[config.mk]
export PLATFORM = sky130hd
export DESIGN_NAME = alu_share_arb
export DESIGN_NICKNAME = d
export VERILOG_FILES = /design/src/rtl/alu_share_arb.sv
export SDC_FILE = /design/constraint.sdc
export NUM_CORES = 1
export LEC_CHECK = 0
export ABC_AREA = 1
export ABC_CLOCK_PERIOD_IN_PS = 1700
export CAP_MARGIN = 20
export CELL_PAD_IN_SITES_DETAIL_PLACEMENT = 1
export CELL_PAD_IN_SITES_GLOBAL_PLACEMENT = 2
export CORE_MARGIN = 2
export CORE_UTILIZATION = 17
export DETAILED_ROUTE_END_ITERATION = 8
export PLACE_DENSITY_LB_ADDON = 0.15
export SLEW_MARGIN = 0
export SYNTH_ARGS = -nofsm -noshare
export SYNTH_HDL_FRONTEND = slang
export SYNTH_SLANG_ARGS = --single-unit
[constraint.sdc]
create_clock -name clk -period 1.7 [get_ports clk]
set_input_delay 0.34 -clock clk [delete_from_list [all_inputs] [get_ports clk]]
set_output_delay 0.34 -clock clk [all_outputs]
set_load 0.005 [all_outputs]
[src/rtl/alu_share_arb.sv]
// Round-robin arbiter sharing one 8-bit ALU between two requesters; owns the CCR.
// Optional port-0 grant lock (ARB/LOCKED FSM) enabled by `define ALU_ARB_LOCK_EN.
module alu_share_arb (
  input  logic       clk,
  input  logic       rst_n,
  input  logic       req0_valid,
  output logic       req0_ready,
  input  logic [7:0] req0_a,
  input  logic [7:0] req0_b,
  input  logic [3:0] req0_op,
  input  logic [1:0] req0_shift,
  input  logic       req0_flag_we,
  input  logic       req0_lock,
  input  logic       req1_valid,
  output logic       req1_ready,
  input  logic [7:0] req1_a,
  input  logic [7:0] req1_b,
  input  logic [3:0] req1_op,
  input  logic [1:0] req1_shift,
  input  logic       req1_flag_we,
  output logic [7:0] alu_a,
  output logic [7:0] alu_b,
  output logic [3:0] alu_op,
  output logic [1:0] alu_shift,
  output logic [3:0] alu_old_flags,
  input  logic [7:0] alu_result,
  input  logic [3:0] alu_new_flags,
  output logic       rsp0_valid,
  output logic [7:0] rsp0_result,
  output logic [3:0] rsp0_flags,
  output logic       rsp1_valid,
  output logic [7:0] rsp1_result,
  output logic [3:0] rsp1_flags,
  output logic [3:0] flags_q,
  input  logic       flags_load,
  input  logic [3:0] flags_load_val
);

  logic       rr_q, rr_d;
  logic [3:0] flags_d;
  logic       rsp0_valid_q, rsp1_valid_q;
  logic [7:0] rsp0_result_q, rsp1_result_q;
  logic [3:0] rsp0_flags_q, rsp1_flags_q;
  logic       lock_hold;
  logic       acc0, acc1;

`ifdef ALU_ARB_LOCK_EN
  typedef enum logic {ARB, LOCKED} state_e;
  state_e state_q, state_d;

  // Lock releases in the same cycle req0_lock drops.
  assign lock_hold = (state_q == LOCKED) & req0_lock;

  always_comb begin
    state_d = state_q;
    unique case (state_q)
      ARB:    if (acc0 && req0_lock) state_d = LOCKED;
      LOCKED: if (!req0_lock) state_d = ARB;
      default: state_d = ARB;
    endcase
  end

  always_ff @(posedge clk or negedge rst_n) begin
    if (!rst_n) state_q <= ARB;
    else        state_q <= state_d;
  end
`else
  logic unused_lock;
  assign unused_lock = req0_lock;
  assign lock_hold   = 1'b0;
`endif

  assign req0_ready = rst_n & req0_valid
                    & (lock_hold | ~req1_valid | ~rr_q);
  assign req1_ready = rst_n & req1_valid & ~lock_hold
                    & (~req0_valid | rr_q);
  assign acc0 = req0_valid & req0_ready;
  assign acc1 = req1_valid & req1_ready;

  always_comb begin
    alu_a     = 8'h00;
    alu_b     = 8'h00;
    alu_op    = 4'b0000;
    alu_shift = 2'b00;
    unique case (1'b1)
      acc0: begin
        alu_a     = req0_a;
        alu_b     = req0_b;
        alu_op    = req0_op;
        alu_shift = req0_shift;
      end
      acc1: begin
        alu_a     = req1_a;
        alu_b     = req1_b;
        alu_op    = req1_op;
        alu_shift = req1_shift;
      end
      default: ;
    endcase
  end

  assign alu_old_flags = flags_q;

  always_comb begin
    rr_d = rr_q;
    if (lock_hold) rr_d = 1'b1;
    else if (acc0) rr_d = 1'b1;
    else if (acc1) rr_d = 1'b0;
  end

  // Interrupt-return restore beats any flag commit in the same cycle.
  always_comb begin
    flags_d = flags_q;
    if (flags_load)
      flags_d = flags_load_val;
    else if ((acc0 & req0_flag_we) | (acc1 & req1_flag_we))
      flags_d = alu_new_flags;
  end

  always_ff @(posedge clk or negedge rst_n) begin
    if (!rst_n) begin
      rr_q          <= 1'b0;
      flags_q       <= 4'h0;
      rsp0_valid_q  <= 1'b0;
      rsp1_valid_q  <= 1'b0;
      rsp0_result_q <= 8'h00;
      rsp1_result_q <= 8'h00;
      rsp0_flags_q  <= 4'h0;
      rsp1_flags_q  <= 4'h0;
    end else begin
      rr_q         <= rr_d;
      flags_q      <= flags_d;
      rsp0_valid_q <= acc0;
      rsp1_valid_q <= acc1;
      if (acc0) begin
        rsp0_result_q <= alu_result;
        rsp0_flags_q  <= alu_new_flags;
      end
      if (acc1) begin
        rsp1_result_q <= alu_result;
        rsp1_flags_q  <= alu_new_flags;
      end
    end
  end

  assign rsp0_valid  = rsp0_valid_q;
  assign rsp1_valid  = rsp1_valid_q;
  assign rsp0_result = rsp0_result_q;
  assign rsp1_result = rsp1_result_q;
  assign rsp0_flags  = rsp0_flags_q;
  assign rsp1_flags  = rsp1_flags_q;

endmodule

==> flow_summary.json, run 1 <==
{
  "status": "complete, but fails checks",
  "violations": "negative setup slack",
  "syn_nets": 276,
  "die-area_sq_um": 10200,
  "synth_warnings": 0,
  "rrSetupSlack_ps": 430,
  "wirelength_um": 6630,
  "drc": 0,
  "syn2layout_area_growth_pct": 107,
  "synth-adder-area-share": 0,
  "antenna_cells": 0,
  "start_util": 0.174,
  "multi_input_area_sq_um": 691,
  "wl_per_cell_um": 14.0,
  "timing.rr.end": "alu_old_flags[0]",
  "grt_pass1_vias": 2023,
  "max_stage_delay_ps": 380,
  "dr.pass1.iters": 4,
  "hpwl_um": 4510,
  "cp.depth": 8,
  "antenna_left": 0,
  "clock_path_buffers": 2,
  "gp_congestion": 0.672,
  "drt_iter0_drc": 12,
  "drive_gt1_frac": 0.271,
  "start_kind": "flop",
  "synth_compound_area_frac": 0.0911,
  "path_buf_inv": 4,
  "period_minus_slack_ps": 1740,
  "grt_setup_unrepaired": "true",
  "cap_violations": 0,
  "antenna_found_initial": 0,
  "regArea_sq_um": 776,
  "synth_top_flop_cell": "dfrtp_1",
  "coreArea_sq_um": 9150,
  "fp.dieH_um": 101,
  "synth_xor_area_frac": 0,
  "place_inst": 438,
  "synth_edf_count": 0,
  "max_slew.worst_pin.slew_ps": 346,
  "clk_latency_ps": 270,
  "cts_made_buffers": 5,
  "clockRootBuffer": "clkbuf_8",
  "nNetsFinal": 429,
  "dpl_worst_slack_ps": -669,
  "io_pins": 126,
  "startpoint": "rr_q",
  "grt_max_degree": 27,
  "critical_path_required_ps": 1360,
  "rows": 35,
  "cts_sinks": 31,
  "worstSetupEndpoint": "alu_b[4]",
  "crit_path_end_kind": "output pin",
  "path_cells": "nand2_2 > nand2_8 > inv_8 > buf_6 > buf_6 > nand2_2 > nand2_1 > buf_2",
  "worst_path_max_delay_cell": "dfrtp_1",
  "cts_tree": "built",
  "overflow": 0,
  "fmax_mhz": 574,
  "gr-usage-all-layers": 0.131,
  "critPathMaxFanout": 5,
  "yosys.area.top_type_share": 0.487,
  "r2r_start": "rr_q",
  "ys_seq_area_frac": 0.487,
  "crit_type": "reg2out",
  "vias_per_cell": 4.01,
  "vias": 1898,
  "synth-async-reset-ratio": 1.00,
  "skew_ps": 4.29,
  "syn_area_per_cell_sq_um": 7.66,
  "min_period_over_period": 1.02,
  "r2r_cells": 8,
  "crit_family": "flip-flops",
  "p_leak_nw": 1.64,
  "hold_class": "in2async",
  "die_x_um": 101,
  "vdd_drop_max_mv": 0.456,
  "ys_seq_elements": 31,
  "setup_violations": 3,
  "synth_top_family_by_area": "simple AND/OR/NAND/NOR gates",
  "num-fill-cells": 1091,
  "max_slew_margin": 0.770,
  "synth.area.mux_share": 0,
  "final_cells": 473,
  "power_density_nw_per_um2": 769,
  "cp.arrival_ps": 1400,
  "netlist_instances": 208,
  "synth_top_cell_by_area": "dfrtp_1",
  "port-buffer-count": 124,
  "yosys.cell_types.count": 15,
  "slew_violations": 0,
  "yosys.area_share.simple": 0.294,
  "synthTopCellsByArea": "dfrtp_1, nand2_1, buf_6",
  "fin_ws_ps": -41.9,
  "grt_pass1_wl_um": 10400,
  "finalHoldViolations": 0,
  "synth_most_common_cell": "nand2_1",
  "cts.htree.levels": 2,
  "clk_pin_slew_ps": 60,
  "synth_area_sq_um": 1590,
  "synthTopCellsByCount": "nand2_1, dfrtp_1, o21ai_0"
}
-- through the flow --
step	instance area [sq um]	power, mW	setup TNS (ps)	utilization	hold WS [ps]
6_report	3300	2.54	-53.2	0.360	121
5_1_grt	3300	2.71	-1760	0.360	119
4_1_cts	3290	2.58	-232	0.360	116
3_5_place_dp	2910	1.73	-15470	0.318	474
3_3_place_gp	2910	1.73	-15020	0.318	470
2_1_floorplan	1590	1.18	0	-	44.4
-- where the power goes --
part           switching [mW]  internal, mW  total, mW
registers              0.0698         0.859      0.929
logic                   0.334         0.534      0.868
clock network           0.268         0.474      0.742
-- worst min-delay path by stage --
stage | cells past startpoint | to | startpoint | slack, ps
floorplan | 0 | alu_old_flags[0] | rst_n | 40
global placement | 2 | rsp1_result[0] | rsp1_result[0] | 470
detailed placement | 2 | rsp1_result[0] | rsp1_result[0] | 470
CTS | 2 | rr_q | rst_n | 120
global route | 2 | alu_old_flags[3] | rst_n | 120
finish | 2 | rr_q | rst_n | 120
-- layout make-up --
type                            instances  area share
Sequential cell                        31       0.235
Multi-Input combinational cell        144       0.209
Clock buffer                            6      0.0250
Timing Repair Buffer                  153       0.431
Inverter                               20      0.0273
Timing Repair inverter                  6      0.0197
Clock inverter                          2      0.0106
Tap cell                              111      0.0421
-- flip-flops by register name, indices dropped and copies added, names as in the netlist --
| signal | count |
|---|---|
| rsp0_result | 8 |
| rsp1_result | 8 |
| alu_old_flags | 4 |
| rsp0_flags | 4 |
| rsp1_flags | 4 |
| rr_q | 1 |
| rsp0_valid | 1 |
| rsp1_valid | 1 |
-- layout by cell type (no fill, tap or decap) --
cell / synthesis / final
o21ai_0: 17 / 17
clkbuf_8: 0 / 6
inv_1: 15 / 15
nand2_8: 0 / 2
clkdlybuf4s15_2: 0 / 1
bufinv_16: 0 / 1
buf_2: 0 / 17
nand2_2: 1 / 22
inv_8: 0 / 7
clkbuf_2: 1 / 4
dlygate4sd2_1: 0 / 1
nand3_1: 2 / 2
nand2_1: 105 / 83
buf_6: 8 / 16
nand2_4: 2 / 1
dfrtp_1: 31 / 31
buf_12: 0 / 1
clkdlybuf4s50_1: 0 / 97
clkinv_2: 0 / 1
o21ai_1: 12 / 12
inv_6: 0 / 1
clkdlybuf4s15_1: 0 / 2
nand4_1: 4 / 4
inv_2: 3 / 3
nand3_2: 1 / 1
buf_4: 4 / 14
-- metal layers --
layer / GRT usage / share of wire / vias up
met5: 0 / 0 / -
met2: 0.233 / 0.49 / 78
met3: 0.0444 / 0.096 / 5
li1: - / - / 945
met4: 0.0221 / 0.0051 / 0
met1: 0.154 / 0.41 / 870
-- logic make-up after synthesis --
logic type	count (synthesis)
flops	31
buf+inv	33
compound gates	29
simple gates	115
-- what timing repair did --
action / in CTS / in global routing
buffers inserted: 24 / 0
hold buffers: 0 / 0
resized for setup: 135 / 17
pin swaps: 8 / 14
setup endpoints to repair: 24 / 23
gates cloned: 6 / 0
endpoints found under the hold margin: 0 / 0
(Power assumes the default switching activity.)
==> run 2: changes to the inputs <==
- REMOVE_ABC_BUFFERS: default -> 1
- SLEW_MARGIN: 0 -> 10
==> flow_summary.json, run 2 (same netlist as run 1, synthesis figures left out) <==
{
  "final_cells": 469,
  "skew_ps": 8.31,
  "grt_pass1_vias": 1971,
  "nNetsFinal": 426,
  "clock_path_buffers": 2,
  "grt_max_degree": 32,
  "violations": "negative setup slack",
  "crit_family": "buffers and inverters",
  "cts_sinks": 31,
  "crit_path_end_kind": "output pin",
  "regArea_sq_um": 776,
  "worst_path_max_delay_cell": "dfrtp_1",
  "clk_pin_slew_ps": 70,
  "grt_pass1_wl_um": 10600,
  "clk_latency_ps": 270,
  "top_layer": "met4",
  "critPathMaxFanout": 4,
  "max_slew.worst_pin.slew_ps": 415,
  "max_slew_margin": 0.723,
  "status": "complete, but fails checks",
  "multi_input_area_sq_um": 681,
  "die_x_um": 101,
  "syn2layout_area_growth_pct": 105,
  "start_kind": "flop",
  "layout_common_cells": "clkdlybuf4s50_1, nand2_1, dfrtp_1, buf_2, o21ai_0",
  "clockRootBuffer": "clkbuf_8",
  "fmax_mhz": 554,
  "setup_violations": 19,
  "met1_length_um": 2710,
  "hpwl_um": 4630,
  "start_util": 0.174,
  "wirelength_um": 6820,
  "vias": 1898,
  "cp.arrival_ps": 1460,
  "dr.pass1.iters": 4,
  "power_density_nw_per_um2": 763,
  "hold_class": "in2async",
  "antenna_found_initial": 0,
  "antenna_cells": 0,
  "gr-usage-all-layers": 0.134,
  "path_cells": "nand2_2 > nand2_8 > buf_6 > inv_8 > buf_6 > buf_6 > nand2_2 > nand2_2 > buf_6",
  "max_stage_delay_ps": 400,
  "num-fill-cells": 1092,
  "fin_setup_tns_ps": -1110,
  "wl_per_cell_um": 14.5,
  "p_leak_nw": 1.64,
  "finalHoldViolations": 0,
  "rows": 35,
  "crit_top_cell": "buf_6",
  "die-area_sq_um": 10200,
  "vias_per_cell": 4.05,
  "gp_congestion": 0.675,
  "fin_ws_ps": -105,
  "antenna_left": 0,
  "cts.htree.levels": 2,
  "place_inst": 436,
  "path_buf_inv": 5,
  "postCtsHoldBufs": 0,
  "critical_path_required_ps": 1360,
  "io_pins": 126,
  "layout_commonest_cell": "clkdlybuf4s50_1",
  "port-buffer-count": 124,
  "drc": 0,
  "fp.dieH_um": 101,
  "cts_made_buffers": 5,
  "slew_violations": 0,
  "overflow": 0,
  "dr_wl_met2_um": 3360,
  "fin_util": 0.358,
  "cts_tree": "built",
  "drive_gt1_frac": 0.237,
  "coreArea_sq_um": 9150,
  "min_period_over_period": 1.06,
  "drt_iter0_drc": 40,
  "vdd_drop_max_mv": 0.501,
  "routed-wl-met3_um": 706,
  "cap_violations": 0,
  "rrSetupSlack_ps": 440,
  "crit_type": "reg2out",
  "dpl_worst_slack_ps": -577,
  "period_minus_slack_ps": 1800,
  "grt_setup_unrepaired": "true"
}
## run 2: cell count changes in the layout (fill, tap and decap cells not counted), moves of 2 or more
| cell | previous run | this run |
|---|---|---|
| buf_8 | 0 | 2 |
| nand2_2 | 22 | 15 |
| inv_8 | 7 | 4 |
| nand2_1 | 83 | 89 |
| dlygate4sd2_1 | 1 | 5 |
| buf_2 | 17 | 20 |
| clkbuf_2 | 4 | 0 |
| clkdlybuf4s15_1 | 2 | 0 |
| buf_6 | 16 | 14 |
| buf_4 | 14 | 12 |
## run 2: final timing paths
kind,endpoint,start,cells past startpoint
setup / recovery,alu_b[7],rr_q,9
hold reg to reg,rsp0_flags[0],rsp0_flags[0],2
setup reg to reg,rr_q,rr_q,5
min in group clk,rsp0_flags[0],rsp0_flags[0],2
max in group asynchronous,rsp0_result[0],rst_n,2
hold / removal,alu_old_flags[3],rst_n,2
## run 2: cell type report
type / instances / share of cell area
Timing Repair Buffer: 152 / 0.437
Sequential cell: 31 / 0.237
Multi-Input combinational cell: 144 / 0.208
Tap cell: 111 / 0.0424
Inverter: 20 / 0.0306
Clock buffer: 6 / 0.0222
Timing Repair inverter: 4 / 0.0138
Clock inverter: 1 / 0.00917
## run 2: stage by stage
stage / power, mW / instance area [sq um] / hold WS (ps)
after global placement: 1.73 / 2890 / 468
after CTS: 2.52 / 3170 / 177
after global routing: 2.66 / 3280 / 190
after detailed placement: 1.74 / 2890 / 478
final: 2.50 / 3280 / 148
after floorplan: 1.14 / 1470 / 44.4
## run 2: worst reg2reg max path: cells and delay by family, from the launching register on
kind	cells	cell delay (ps)
buf+inv	2	380
simple gates	2	220
compound gates	1	150
flops	1	370
## run 2: timing repair
action                     CTS  global route
gates resized for setup    126            15
gates cloned                 4             0
setup endpoints to repair   24            20
pin swaps                    6             4
buffers inserted            16             7
## run 2: layer usage
metal	up-vias	track usage
met5	-	0
met4	0	0.0221
met3	6	0.0506
met2	85	0.236
met1	875	0.158
li1	932	-
## run 2: report_power, final
| part | internal, mW | switching [mW] | total [mW] |
|---|---|---|---|
| Sequential | 0.859 | 0.0720 | 0.931 |
| Clock | 0.429 | 0.268 | 0.698 |
| Combinational | 0.537 | 0.333 | 0.870 |
| Total | 1.83 | 0.674 | 2.50 |
==> run 3: changes to the inputs <==
- HOLD_SLACK_MARGIN: default -> 0.1
==> results of run 3 <==
Same layout as run 2: the final DEF is identical, and so are final timing and power.
